--- src/rtl/alu_ctrl_mdu.sv ---
// EX-stage ALU controller with an iterative multiply/divide unit and HI/LO registers.
// Define MDU_DIV_EN to build the restoring divider (div/divu); otherwise those functs are illegal.
module alu_ctrl_mdu #(
    parameter int DATA_W = 32,
    parameter int CTRL_W = 4
) (
    input  logic              clk_i,
    input  logic              rst_i,
    input  logic              valid_i,
    input  logic [5:0]        funct_i,
    input  logic [2:0]        ALUOp_i,
    input  logic [DATA_W-1:0] src1_i,
    input  logic [DATA_W-1:0] src2_i,
    output logic [CTRL_W-1:0] ALUCtrl_o,
    output logic              illegal_o,
    output logic              hilo_sel_o,
    output logic [DATA_W-1:0] hilo_o,
    output logic              stall_o,
    output logic              busy_o
);

    localparam int CNT_W = $clog2(DATA_W);
    localparam logic [CNT_W-1:0] CNT_LAST = CNT_W'(DATA_W - 1);

    localparam logic [1:0] ST_IDLE = 2'd0;
    localparam logic [1:0] ST_BUSY = 2'd1;
    localparam logic [1:0] ST_DONE = 2'd2;

    logic [1:0]          state;
    logic [CNT_W-1:0]    cnt;
    logic [DATA_W-1:0]   hi_q;
    logic [DATA_W-1:0]   lo_q;
    logic [DATA_W-1:0]   acc_hi;
    logic [DATA_W-1:0]   acc_lo;
    logic [DATA_W-1:0]   opb;
    logic                neg_q;

    logic [3:0]          code;
    logic                is_mdu;
    logic                is_mf;
    logic                is_signed_op;
    logic                issue;

    logic [DATA_W:0]     mul_sum;
    logic [2*DATA_W-1:0] step_next;
    logic [2*DATA_W-1:0] prod;
    logic [DATA_W-1:0]   fin_hi;
    logic [DATA_W-1:0]   fin_lo;

`ifdef MDU_DIV_EN
    logic                is_div_op;
    logic                op_div;
    logic                neg_r;
    logic                div0;
    logic [DATA_W:0]     div_shift;
    logic                div_ok;
    logic [DATA_W-1:0]   div_rem;
`endif

    function automatic logic [DATA_W-1:0] neg_w(input logic [DATA_W-1:0] v);
        return ~v + 1'b1;
    endfunction

    function automatic logic [2*DATA_W-1:0] neg_2w(input logic [2*DATA_W-1:0] v);
        return ~v + 1'b1;
    endfunction

    function automatic logic [DATA_W-1:0] abs_w(input logic [DATA_W-1:0] v, input logic sgn);
        return (sgn && v[DATA_W-1]) ? neg_w(v) : v;
    endfunction

    always_comb begin
        code         = 4'd15;
        is_mdu       = 1'b0;
        is_mf        = 1'b0;
        is_signed_op = 1'b0;
`ifdef MDU_DIV_EN
        is_div_op    = 1'b0;
`endif
        case (ALUOp_i)
            3'd0: begin
                case (funct_i)
                    6'd32: code = 4'd2;
                    6'd34: code = 4'd6;
                    6'd36: code = 4'd0;
                    6'd37: code = 4'd1;
                    6'd42: code = 4'd7;
                    6'd24: begin code = 4'd2; is_mdu = 1'b1; is_signed_op = 1'b1; end
                    6'd25: begin code = 4'd2; is_mdu = 1'b1; end
`ifdef MDU_DIV_EN
                    6'd26: begin code = 4'd2; is_mdu = 1'b1; is_div_op = 1'b1; is_signed_op = 1'b1; end
                    6'd27: begin code = 4'd2; is_mdu = 1'b1; is_div_op = 1'b1; end
`endif
                    6'd16, 6'd18: begin code = 4'd8; is_mf = 1'b1; end
                    default: code = 4'd15;
                endcase
            end
            3'd1: code = 4'd6;
            3'd2: code = 4'd2;
            3'd3: code = 4'd7;
            3'd4: code = 4'd0;
            3'd5: code = 4'd1;
            default: code = 4'd15;
        endcase
    end

    assign ALUCtrl_o  = CTRL_W'(code);
    assign illegal_o  = valid_i && (code == 4'd15);
    assign hilo_sel_o = is_mf;
    assign hilo_o     = (funct_i == 6'd16) ? hi_q : lo_q;

    // Reset is folded in so a held MDU instruction cannot raise stall while reset is asserted.
    assign issue   = rst_i && valid_i && is_mdu && (state == ST_IDLE);
    assign stall_o = issue || (state == ST_BUSY);
    assign busy_o  = (state != ST_IDLE);

    // Iteration step: shift-add multiply, restoring divide (quotient shifts into acc_lo)
    always_comb begin
        mul_sum   = {1'b0, acc_hi} + (acc_lo[0] ? {1'b0, opb} : '0);
        step_next = {mul_sum, acc_lo[DATA_W-1:1]};
`ifdef MDU_DIV_EN
        div_shift = {acc_hi, acc_lo[DATA_W-1]};
        div_ok    = (div_shift >= {1'b0, opb});
        div_rem   = div_ok ? (div_shift[DATA_W-1:0] - opb) : div_shift[DATA_W-1:0];
        if (op_div)
            step_next = {div_rem, acc_lo[DATA_W-2:0], div_ok};
`endif
    end

    // Sign fix-up on the final step; divide by zero leaves |dividend| which the dividend sign restores.
    always_comb begin
        prod   = neg_q ? neg_2w(step_next) : step_next;
        fin_hi = prod[2*DATA_W-1:DATA_W];
        fin_lo = prod[DATA_W-1:0];
`ifdef MDU_DIV_EN
        if (op_div) begin
            fin_lo = div0 ? '1 : (neg_q ? neg_w(step_next[DATA_W-1:0]) : step_next[DATA_W-1:0]);
            fin_hi = neg_r ? neg_w(step_next[2*DATA_W-1:DATA_W]) : step_next[2*DATA_W-1:DATA_W];
        end
`endif
    end

    always_ff @(posedge clk_i or negedge rst_i) begin
        if (!rst_i) begin
            state <= ST_IDLE;
            cnt   <= '0;
            hi_q  <= '0;
            lo_q  <= '0;
        end else begin
            case (state)
                ST_IDLE: begin
                    if (issue) begin
                        state <= ST_BUSY;
                        cnt   <= '0;
                    end
                end
                ST_BUSY: begin
                    cnt <= cnt + 1'b1;
                    if (cnt == CNT_LAST) begin
                        state <= ST_DONE;
                        hi_q  <= fin_hi;
                        lo_q  <= fin_lo;
                    end
                end
                ST_DONE: state <= ST_IDLE;
                default: state <= ST_IDLE;
            endcase
        end
    end

    // Operand datapath: magnitudes latched at issue, then iterated while busy
    always_ff @(posedge clk_i) begin
        if (issue) begin
            acc_hi <= '0;
            acc_lo <= abs_w(src1_i, is_signed_op);
            opb    <= abs_w(src2_i, is_signed_op);
            neg_q  <= is_signed_op && (src1_i[DATA_W-1] ^ src2_i[DATA_W-1]);
`ifdef MDU_DIV_EN
            op_div <= is_div_op;
            neg_r  <= is_div_op && is_signed_op && src1_i[DATA_W-1];
            div0   <= (src2_i == '0);
`endif
        end else if (state == ST_BUSY) begin
            {acc_hi, acc_lo} <= step_next;
        end
    end

endmodule

--- config.mk ---
export PLATFORM = sky130hd
export DESIGN_NAME = alu_ctrl_mdu
export DESIGN_NICKNAME = d
export VERILOG_FILES = /design/src/rtl/alu_ctrl_mdu.sv
export SDC_FILE = /design/constraint.sdc
export NUM_CORES = 1
export LEC_CHECK = 0
export BUFFER_PORTS_ARGS = -buffer_cell sky130_fd_sc_hd__buf_2
export CORE_UTILIZATION = 61
export DETAILED_ROUTE_END_ITERATION = 10
export PLACE_DENSITY = 0.88
export SYNTH_ARGS = -nofsm -noshare
export SYNTH_HDL_FRONTEND = slang
export SYNTH_SLANG_ARGS = --single-unit
--- constraint.sdc ---
create_clock -name clk_i -period 5.2 [get_ports clk_i]
set_input_delay 0.78 -clock clk_i [delete_from_list [all_inputs] [get_ports clk_i]]
set_output_delay 0.78 -clock clk_i [all_outputs]
set_load 0.02 [all_outputs]
# Word level (Yosys, flattened, before mapping)
# Cells that the tools add are included.
# op_classes
addsub	5
eq_ne	19
muxes	20
bitwise	4
reduce_logical	19
# op_table
operator	n
2-to-1 mux 32 bit	6
adder 32 x 1 -> 32 bit, second input constant	2
adder 64 x 1 -> 64 bit, second input constant	1
2-to-1 mux 64 bit	1
inverter 32 bit	2
inverter 64 bit	1
one-hot mux 4 bit (6 select lines)	2
adder 32 x 32 -> 33 bit	1
== test 6 bit, second input constant	5
== test 6 x 5 -> 1 bit, second input constant	4
one-hot mux 5 bit (2 select lines)	1
logical AND 1 bit	7
== test 3 x 2 -> 1 bit, second input constant	2
== test 3 bit, second input constant	2
2-to-1 mux 1 bit	6
AND reduction 2 bit	3
nonzero test 2 bit	3
adder 5 x 1 -> 5 bit, second input constant	1
== test 5 bit, second input constant	1
2-to-1 mux 5 bit	1
== test 4 bit, second input constant	1
2-to-1 mux 2 bit	2
one-hot mux 2 bit (2 select lines)	1
OR reduction 2 bit	2
other kinds (9)	9
# word_totals
register_bits	168
input_bits	76
out_inout_bits	40
wordCells	75

# Longest topological paths before layout
# Gate-level depths: netlist (run 1).
# logic_depth
word_depth	8
mapped_depth	16
ltp_nobuf	14

# Worst setup path after synthesis (run 1)
# Ideal clock, no wire load.
# synth_path
path_kind	input -> output
startpoint	input funct_i[4]
endpoint	output stall_o
arrival_time_ns	3.529
required_ns	4.420
setup_slack_ns	0.891
path_stages	8
path_buffers	1
path_cell_list	nor2b_1 nand3_1 nor2_1 nand4_1 inv_1 nor2_1 clkbuf_1 inv_1
# synth_via
elab_chain_len	7
elab_cells_between_ends	8
classes_between	eq/ne: 2; mux: 2; reduce/logical: 4
# synth_rtl
item	line	source
from (decl)	10	input logic [5:0] funct_i,
== test 6 x 5 -> 1 bit	82	case (funct_i)
OR reduction 2 bit (no line) *	n/a	
2-to-1 mux 1 bit *	82	
2-to-1 mux 1 bit *	80	case (ALUOp_i)
logical AND 1 bit * (2 in series)	113	assign issue = rst_i && valid_i && is_mdu && (state == ST_IDLE);
net issue	42	logic issue;
logical OR 1 bit *	114	assign stall_o = issue || (state == ST_BUSY);
to (decl)	18	output logic stall_o,
# Mark *: on every way through the listed nets, which the timed path passes. The rest lies on a longest branch.

# Worst setup path in the final report (run 1)
# layout_path
startpoint	register acc_lo[0]
endpoint	register hi_q[30]
# layout_via
elab_chain_len	5
# layout_rtl
item	line	source
from (decl)	34	logic [DATA_W-1:0] acc_lo;
from (signal assigned)	175	acc_lo <= abs_w(src1_i, is_signed_op);
from (signal assigned)	184	{acc_hi, acc_lo} <= step_next;
2-to-1 mux 32 bit *	119	mul_sum = {1'b0, acc_hi} + (acc_lo[0] ? {1'b0, opb} : '0);
adder 32 x 32 -> 33 bit *	119	
inverter 64 bit	65	return ~v + 1'b1;
adder 64 x 1 -> 64 bit	65	
2-to-1 mux 64 bit *	132	prod = neg_q ? neg_2w(step_next) : step_next;
to (signal assigned)	161	hi_q <= fin_hi;
to (decl)	31	logic [DATA_W-1:0] hi_q;
# Mark *: on every way between the ends. The rest lies on a longest branch, timed or not.
# A chain may end at the register's enable or synchronous reset.

==> impl_metrics.yaml, run 1 <==
run_status:
  status: "complete, no violations"
cts:
  worst_path_clk_slew_ps: 70
  max-clock-path-buffers: 2
  post_cts_resized: 0
  clock_latency_ps: 450
  hold_buffers: 0
  root_buffer: "clkbuf_16"
  tritoncts.num_buffers: 17
  cts_setup_buffers: 0
  cts_max_level: 4
  tritoncts: "yes"
  cts_num_sinks: 168
logic_synthesis:
  synthArstFlopShare_pct: 42.26
  ys_types: 82
  main_combinational_cell_family_by_area_after_synthesis: "simple AND/OR/NAND/NOR gates"
  netlist_top_cells_count: "nand2_1 (202), o21ai_0 (150), xnor2_1 (75)"
  area_of_the_mapped_netlist_um2: 11730
  synth_top_area_cell: "edfxtp_1"
  synth.yosys.warnings: 0
  yosys.area_share.xor_xnor_pct: 10.60
  synth_most_common_cell: "nand2_1"
  synth_cells: 1344
  synth_largest_type_area_fraction_pct: 16.64
  synth.area.top_cells: "edfxtp_1 (17%), dfrtp_1 (15%), nand2_1 (6.5%)"
  fraction_of_the_mapped_netlist_area_in_simple_logic_gates_pct: 21.17
  postSynth.topFlopCell: "dfrtp_1"
  part_of_the_yosys_area_used_for_sequential_elements_pct: 37.26
  post_synth_edffs: 65
  ys_ff_latch: 168
  muxShareOfSynthArea_pct: 3.510
  synth_nets: 1458
  avgSynthCellArea_um2: 8.726
  synthesized_area_fraction_occupied_by_ao_oa_aoi_and_oai_cells_pct: 19.74
  synthAdderAreaFrac_pct: 4.118
setup_path:
  crit_path_max_fanout: 32
  timing.critical_path.required_ps: 5510
  critPathArrivalTime_ps: 4920
  worst_setup_path_end_kind: "flip-flop"
  critPathLaunchType: "flip-flop"
  timing_worst_setup_path_type: "reg2reg"
routing:
  drt_pre_antenna_iters: 7
  detail-route-antenna-nets: 0
  num_vias: 10650
  drc: 0
  via_count_normalized_by_instance_count: 6.406
  maxUsedRoutingLayer: "met4"
  post_drt_wl_per_cell_um: 19.46
  wl_um: 32370
  met3_length_um: 2624
  wl_met1_um: 14080
  first_iter_violations: 1138
  detailroute.wirelength.met2_um: 14620
hold_path:
  min_path_type: "reg2reg"
power:
  totalPowerFinal_uw: 5006
  p_int_uw: 3022
  power_frac_seq_pct: 32.2
  power.share.clock_pct: 27.7
  netSwitchingPower_uw: 1984
  p_leak_uw: 0.005488
  power_per_cell_area_nw_per_um2: 383.7
  switching_share_pct: 39.63
  combPwrFrac_pct: 40.1
  power.ir.vdd_worst_mv: 0.2577
place:
  place.detailed.hpwl_um: 23740
  finalWeightedCongestion: 0.9916
  placement.io_buffers: 115
sta:
  timing.final.max_slew_violations: 0
  min_period_over_period_pct: 88.63
  fin_skew_ps: 14.29
  fmax_mhz: 217.0
  slew_headroom_pct: 38.53
  totalNegativeSetupSlack_ps: 0
  grt_setup_unrepaired: "false"
  period_minus_slack_ps: 4609
  finalHoldViolCount: 0
  setup_violations: 0
  max_slew.worst_pin.slew_ps: 922.0
final_layout:
  drive_above_1_share_pct: 16.93
  areaGrowthSynthToFinish_pct: 11.27
  final_net_count: 1530
  antenna_cells: 0
  layout.filler_cells: 1416
grt:
  grt_pass1_vias: 9717
  gr-usage-all-layers_pct: 33.16
  grt_overflow: 0
  grt_pass1_wl_um: 51030
  number_of_antenna_violations_at_the_first_check_in_global_routing: 0
  grt_max_degree: 85
floorplan:
  chipHeight_um: 140.7
  floorplan.core_area_um2: 18770
  floorplan.rows: 50
  start_util_pct: 62.49
  ports_placed_on_the_boundary: 116
  die_width_um: 140.7
  floorplan.die_area_um2: 19780
flow_run:
  cap_violations: 0
area by class of cell:
cell class              instances  area [µm²]  share of cell area [%]
clock buffers                  20       489.2                   3.749
repair buffers                130       688.2                   5.274
inverters                      29       108.9                  0.8342
multi-input cells            1070        6945                   53.23
clock inverters                12       155.1                   1.189
well taps                     234       292.8                   2.244
flip-flops and latches        168        4369                   33.48
layout by cell type (no fill, tap or decap), drive strengths merged, types with 19 or more instances in the layout:
cell type / synthesis / layout
o31ai: 26 / 26
nand2: 203 / 203
dfrtp: 71 / 71
and2: 39 / 39
nor2: 60 / 60
nand4: 21 / 21
clkbuf: 54 / 20
xor2: 67 / 67
o41ai: 19 / 19
nand3: 50 / 50
ha: 37 / 37
nor3: 28 / 28
a21o: 19 / 19
xnor2: 75 / 75
o21ai: 180 / 180
mux2: 33 / 33
inv: 29 / 33
dfxtp: 32 / 32
edfxtp: 65 / 65
a21oi: 47 / 47
buf: 23 / 130
metrics by stage:
| stage | setup WS [ps] | hold WS, ps | util (%) | cells | cell area [µm²] |
|---|---|---|---|---|---|
| detailed placement | 647.1 | 450.8 | 66.09 | 1631 | 12400 |
| CTS | 633.2 | 465.5 | 69.53 | 1663 | 13050 |
| global route | 244.4 | 488.1 | 69.53 | 1663 | 13050 |
| finish | 591.1 | 460.0 | 69.53 | 1663 | 13050 |
| floorplan | 891.0 | 431.5 | - | 1344 | 11730 |
| global placement | 849.9 | 445.3 | 66.09 | 1631 | 12400 |
path summary, 6_finish.rpt:
check	to	slack [ps]	cells after the start	startpoint
worst max-delay path	hi_q[30]	590	13	acc_lo[0]
worst min-delay path	acc_hi[25]	460	2	acc_hi[25]
worst max register to register	hi_q[30]	590	13	acc_lo[0]
worst min register to register	acc_hi[25]	460	2	acc_hi[25]
max in group asynchronous	lo_q[19]	3970	2	rst_i
min in group asynchronous	cnt[0]	610	2	rst_i
critical path, cell delays in order, from the launching register on:
cell and delay (ps):
edfxtp_1 890, nand2_1 240, inv_1 110, ha_1 240, a211oi_1 410, o21ai_1 260
a21oi_1 460, xor2_1 340, nand4b_1 180, and4b_1 480, nand4_2 270, o41ai_2 340
xnor2_1 170, o21ai_1 70
sequential cells by signal, summed over array words and instances, names as in the netlist:
signal and cells:
acc_hi 32, acc_lo 32, hi_q 32, lo_q 32
opb 32, cnt 5, state 2, neg_q 1
per-layer routing:
| layer | global-route usage (%) | vias to the layer above |
|---|---|---|
| met4 | 13.90 | 0 |
| met1 | 46.82 | 5025 |
| met2 | 50.96 | 558 |
| li1 | - | 4996 |
| met5 | 0 | - |
| met3 | 5.095 | 74 |
cell families after synthesis:
group                    Yosys count
buffers and inverters            106
AO/OA/AOI/OAI                    362
flip-flops                       168
AND/OR/NAND/NOR                  491
XOR/XNOR                         142
multiplexers                      37
adder cells (fa/ha/maj)           38
power groups by stage:
stage	sequential [µW]	combinational (µW)	clock, µW
after CTS	1610	1960	1390
final	1610	2010	1390
after floorplan	1600	1420	0
after global routing	1620	2160	1440
after detailed placement	1630	1950	0
after global placement	1630	1930	0
(Power assumes the default switching activity.)
==> run 2: changes to the inputs <==
--- a/config.mk
+++ b/config.mk
@@ -7,4 +7,5 @@
 export LEC_CHECK = 0
 export BUFFER_PORTS_ARGS = -buffer_cell sky130_fd_sc_hd__buf_2
+export CAP_MARGIN = 15
 export CORE_UTILIZATION = 61
 export DETAILED_ROUTE_END_ITERATION = 10
==> constraint.sdc (replaced) <==
create_clock -name clk_i -period 5.16 [get_ports clk_i]
set_input_delay 0.516 -clock clk_i [delete_from_list [all_inputs] [get_ports clk_i]]
set_output_delay 0.516 -clock clk_i [all_outputs]
set_load 0.02 [all_outputs]
==> run 2 against run 1 <==
Sequential power hardly changed. Non-clock buffer count stayed put. Routed wire length is 0.80% lower. Total power is 1.8% lower. First-iteration DRC count is 19% lower. Combinational power hardly changed. Final cell count stayed put. Sequential cell count stayed put. Clock power is 9% lower. Critical endpoint is now hi_q[23].
==> impl_metrics.yaml, run 2 (synthesis gave the netlist of run 1 again) <==
run_status:
  status: "complete, no violations"
routing:
  drt_pre_antenna_iters: 5
  wl_um: 32110
  first_iter_violations: 923
  post_drt_wl_per_cell_um: 19.31
  via_count_normalized_by_instance_count: 6.309
  num_vias: 10490
  drc: 0
  detail-route-antenna-nets: 0
grt:
  grt_pass1_wl_um: 50610
  gr-usage-all-layers_pct: 32.97
  grt_pass1_vias: 9677
  number_of_antenna_violations_at_the_first_check_in_global_routing: 0
  grt_overflow: 0
  grt_max_degree: 130
cts:
  cts_setup_buffers: 0
  hold_buffers: 0
  max-clock-path-buffers: 2
  cts_max_level: 4
  cts_num_sinks: 168
  root_buffer: "clkbuf_16"
  tritoncts: "yes"
  worst_path_clk_slew_ps: 70
  tritoncts.num_buffers: 17
  post_cts_resized: 0
  clock_latency_ps: 440
sta:
  fin_skew_ps: 14.13
  grt_setup_unrepaired: "false"
  min_period_over_period_pct: 89.52
  period_minus_slack_ps: 4619
  finalHoldViolCount: 0
  slew_headroom_pct: 24.36
  max_slew.worst_pin.slew_ps: 1135
  setup_violations: 0
  fmax_mhz: 216.5
  timing.final.max_slew_violations: 0
  totalNegativeSetupSlack_ps: 0
setup_path:
  crit_path_max_fanout: 32
  crit_path_top_delay_cell: "edfxtp_1"
  timing_worst_setup_path_type: "reg2reg"
  timing.critical_path.required_ps: 5440
  max_stage_delay_ps: 850
  critPathLaunchType: "flip-flop"
  worst_setup_path_end_kind: "flip-flop"
  cp.buffers_inverters: 1
  critical_path.top_delay_family: "compound AO/OA/AOI/OAI gates"
  critPathArrivalTime_ps: 4900
  worstPathCellList: "and2_1 > ha_1 > inv_1 > fa_1 > nor2b_1 > o2111ai_1 > a31oi_1 > o21ba_2 > o32ai_1 > nor4_2 > nand4_1 > o31ai_1 > xnor2_1 > o21ai_1"
floorplan:
  start_util_pct: 62.49
  ports_placed_on_the_boundary: 116
  floorplan.rows: 50
  floorplan.die_area_um2: 19780
  chipHeight_um: 140.7
  die_width_um: 140.7
  floorplan.core_area_um2: 18770
final_layout:
  layout.filler_cells: 1432
  multi_input_area_um2: 6943
  commonest_non_fill_non_tap_cell_in_the_layout: "nand2_1"
  register_area_um2: 4369
  most-common-layout-cells: "nand2_1 (201), o21ai_0 (150), buf_2 (115), xnor2_1 (75), dfrtp_1 (71)"
  final_net_count: 1530
  antenna_cells: 0
  areaGrowthSynthToFinish_pct: 10.62
  drive_above_1_share_pct: 16.79
flow_run:
  cap_violations: 0
power:
  p_leak_uw: 0.005433
  totalPowerFinal_uw: 4915
  power.ir.vdd_worst_mv: 0.2613
  power_per_cell_area_nw_per_um2: 378.9
place:
  place.detailed.hpwl_um: 23990
  finalWeightedCongestion: 1.030
  placement.io_buffers: 115
hold_path:
  min_path_type: "in2reg"
[run 2: metrics by stage]
step / instance area (µm²) / util, % / setup WS (ps) / instances / hold WS, ps
finish: 12970 / 69.12 / 540.5 / 1663 / 319.0
global route: 12970 / 69.12 / 142.7 / 1663 / 306.8
CTS: 12970 / 69.12 / 629.2 / 1663 / 306.2
detailed placement: 12400 / 66.08 / 646.6 / 1631 / 459.7
global placement: 12400 / 66.08 / 783.1 / 1631 / 449.8
floorplan: 11730 / - / 1379 / 1344 / 220.4
[run 2: routing by layer]
metal  GRT usage, %  vias up  routed length [µm]
met5              0        -                   0
met4          10.47        0                 802
met3          6.827       55                2693
met2          52.66      439               14750
met1          45.02     4986               13860
li1               -     5012                   -
[run 2: report_power, final]
group / internal, µW / total (µW) / leakage [µW] / switching (µW)
sequential: 1520 / 1630 / 0.00176 / 102
combinational: 723 / 2030 / 0.00341 / 1310
clock: 674 / 1260 / 0.000260 / 585
[run 2: worst reg2reg max path, delay by kind of cell, from the launching register on]
family | cells | cell delay, ps
DFF | 1 | 850
buffers and inverters | 1 | 70
xor gates and xnor gates | 1 | 180
and+or+nand+nor | 4 | 1300
AOI/OAI and AO/OA | 6 | 1490
adders and majority gates | 2 | 600
[run 2: path summary, 6_finish.rpt]
path                       slack (ps)  startpoint         end  cells past startpoint
hold / removal                    320   src2_i[0]      opb[0]                      1
max in group asynchronous        4190       rst_i    hi_q[23]                      2
min in group asynchronous         370       rst_i    lo_q[17]                      2
setup / recovery                  540   acc_lo[0]    hi_q[23]                     14
setup reg to reg                  540   acc_lo[0]    hi_q[23]                     14
hold reg to reg                   470  acc_hi[16]  acc_hi[16]                      2
[run 2: area by class of cell]
type	count	area share (%)
Clock inverter	15	1.119
Sequential cell	168	33.68
Multi-Input combinational cell	1070	53.52
Clock buffer	17	3.279
Tap cell	234	2.257
Timing Repair Buffer	130	5.305
Inverter	29	0.8391
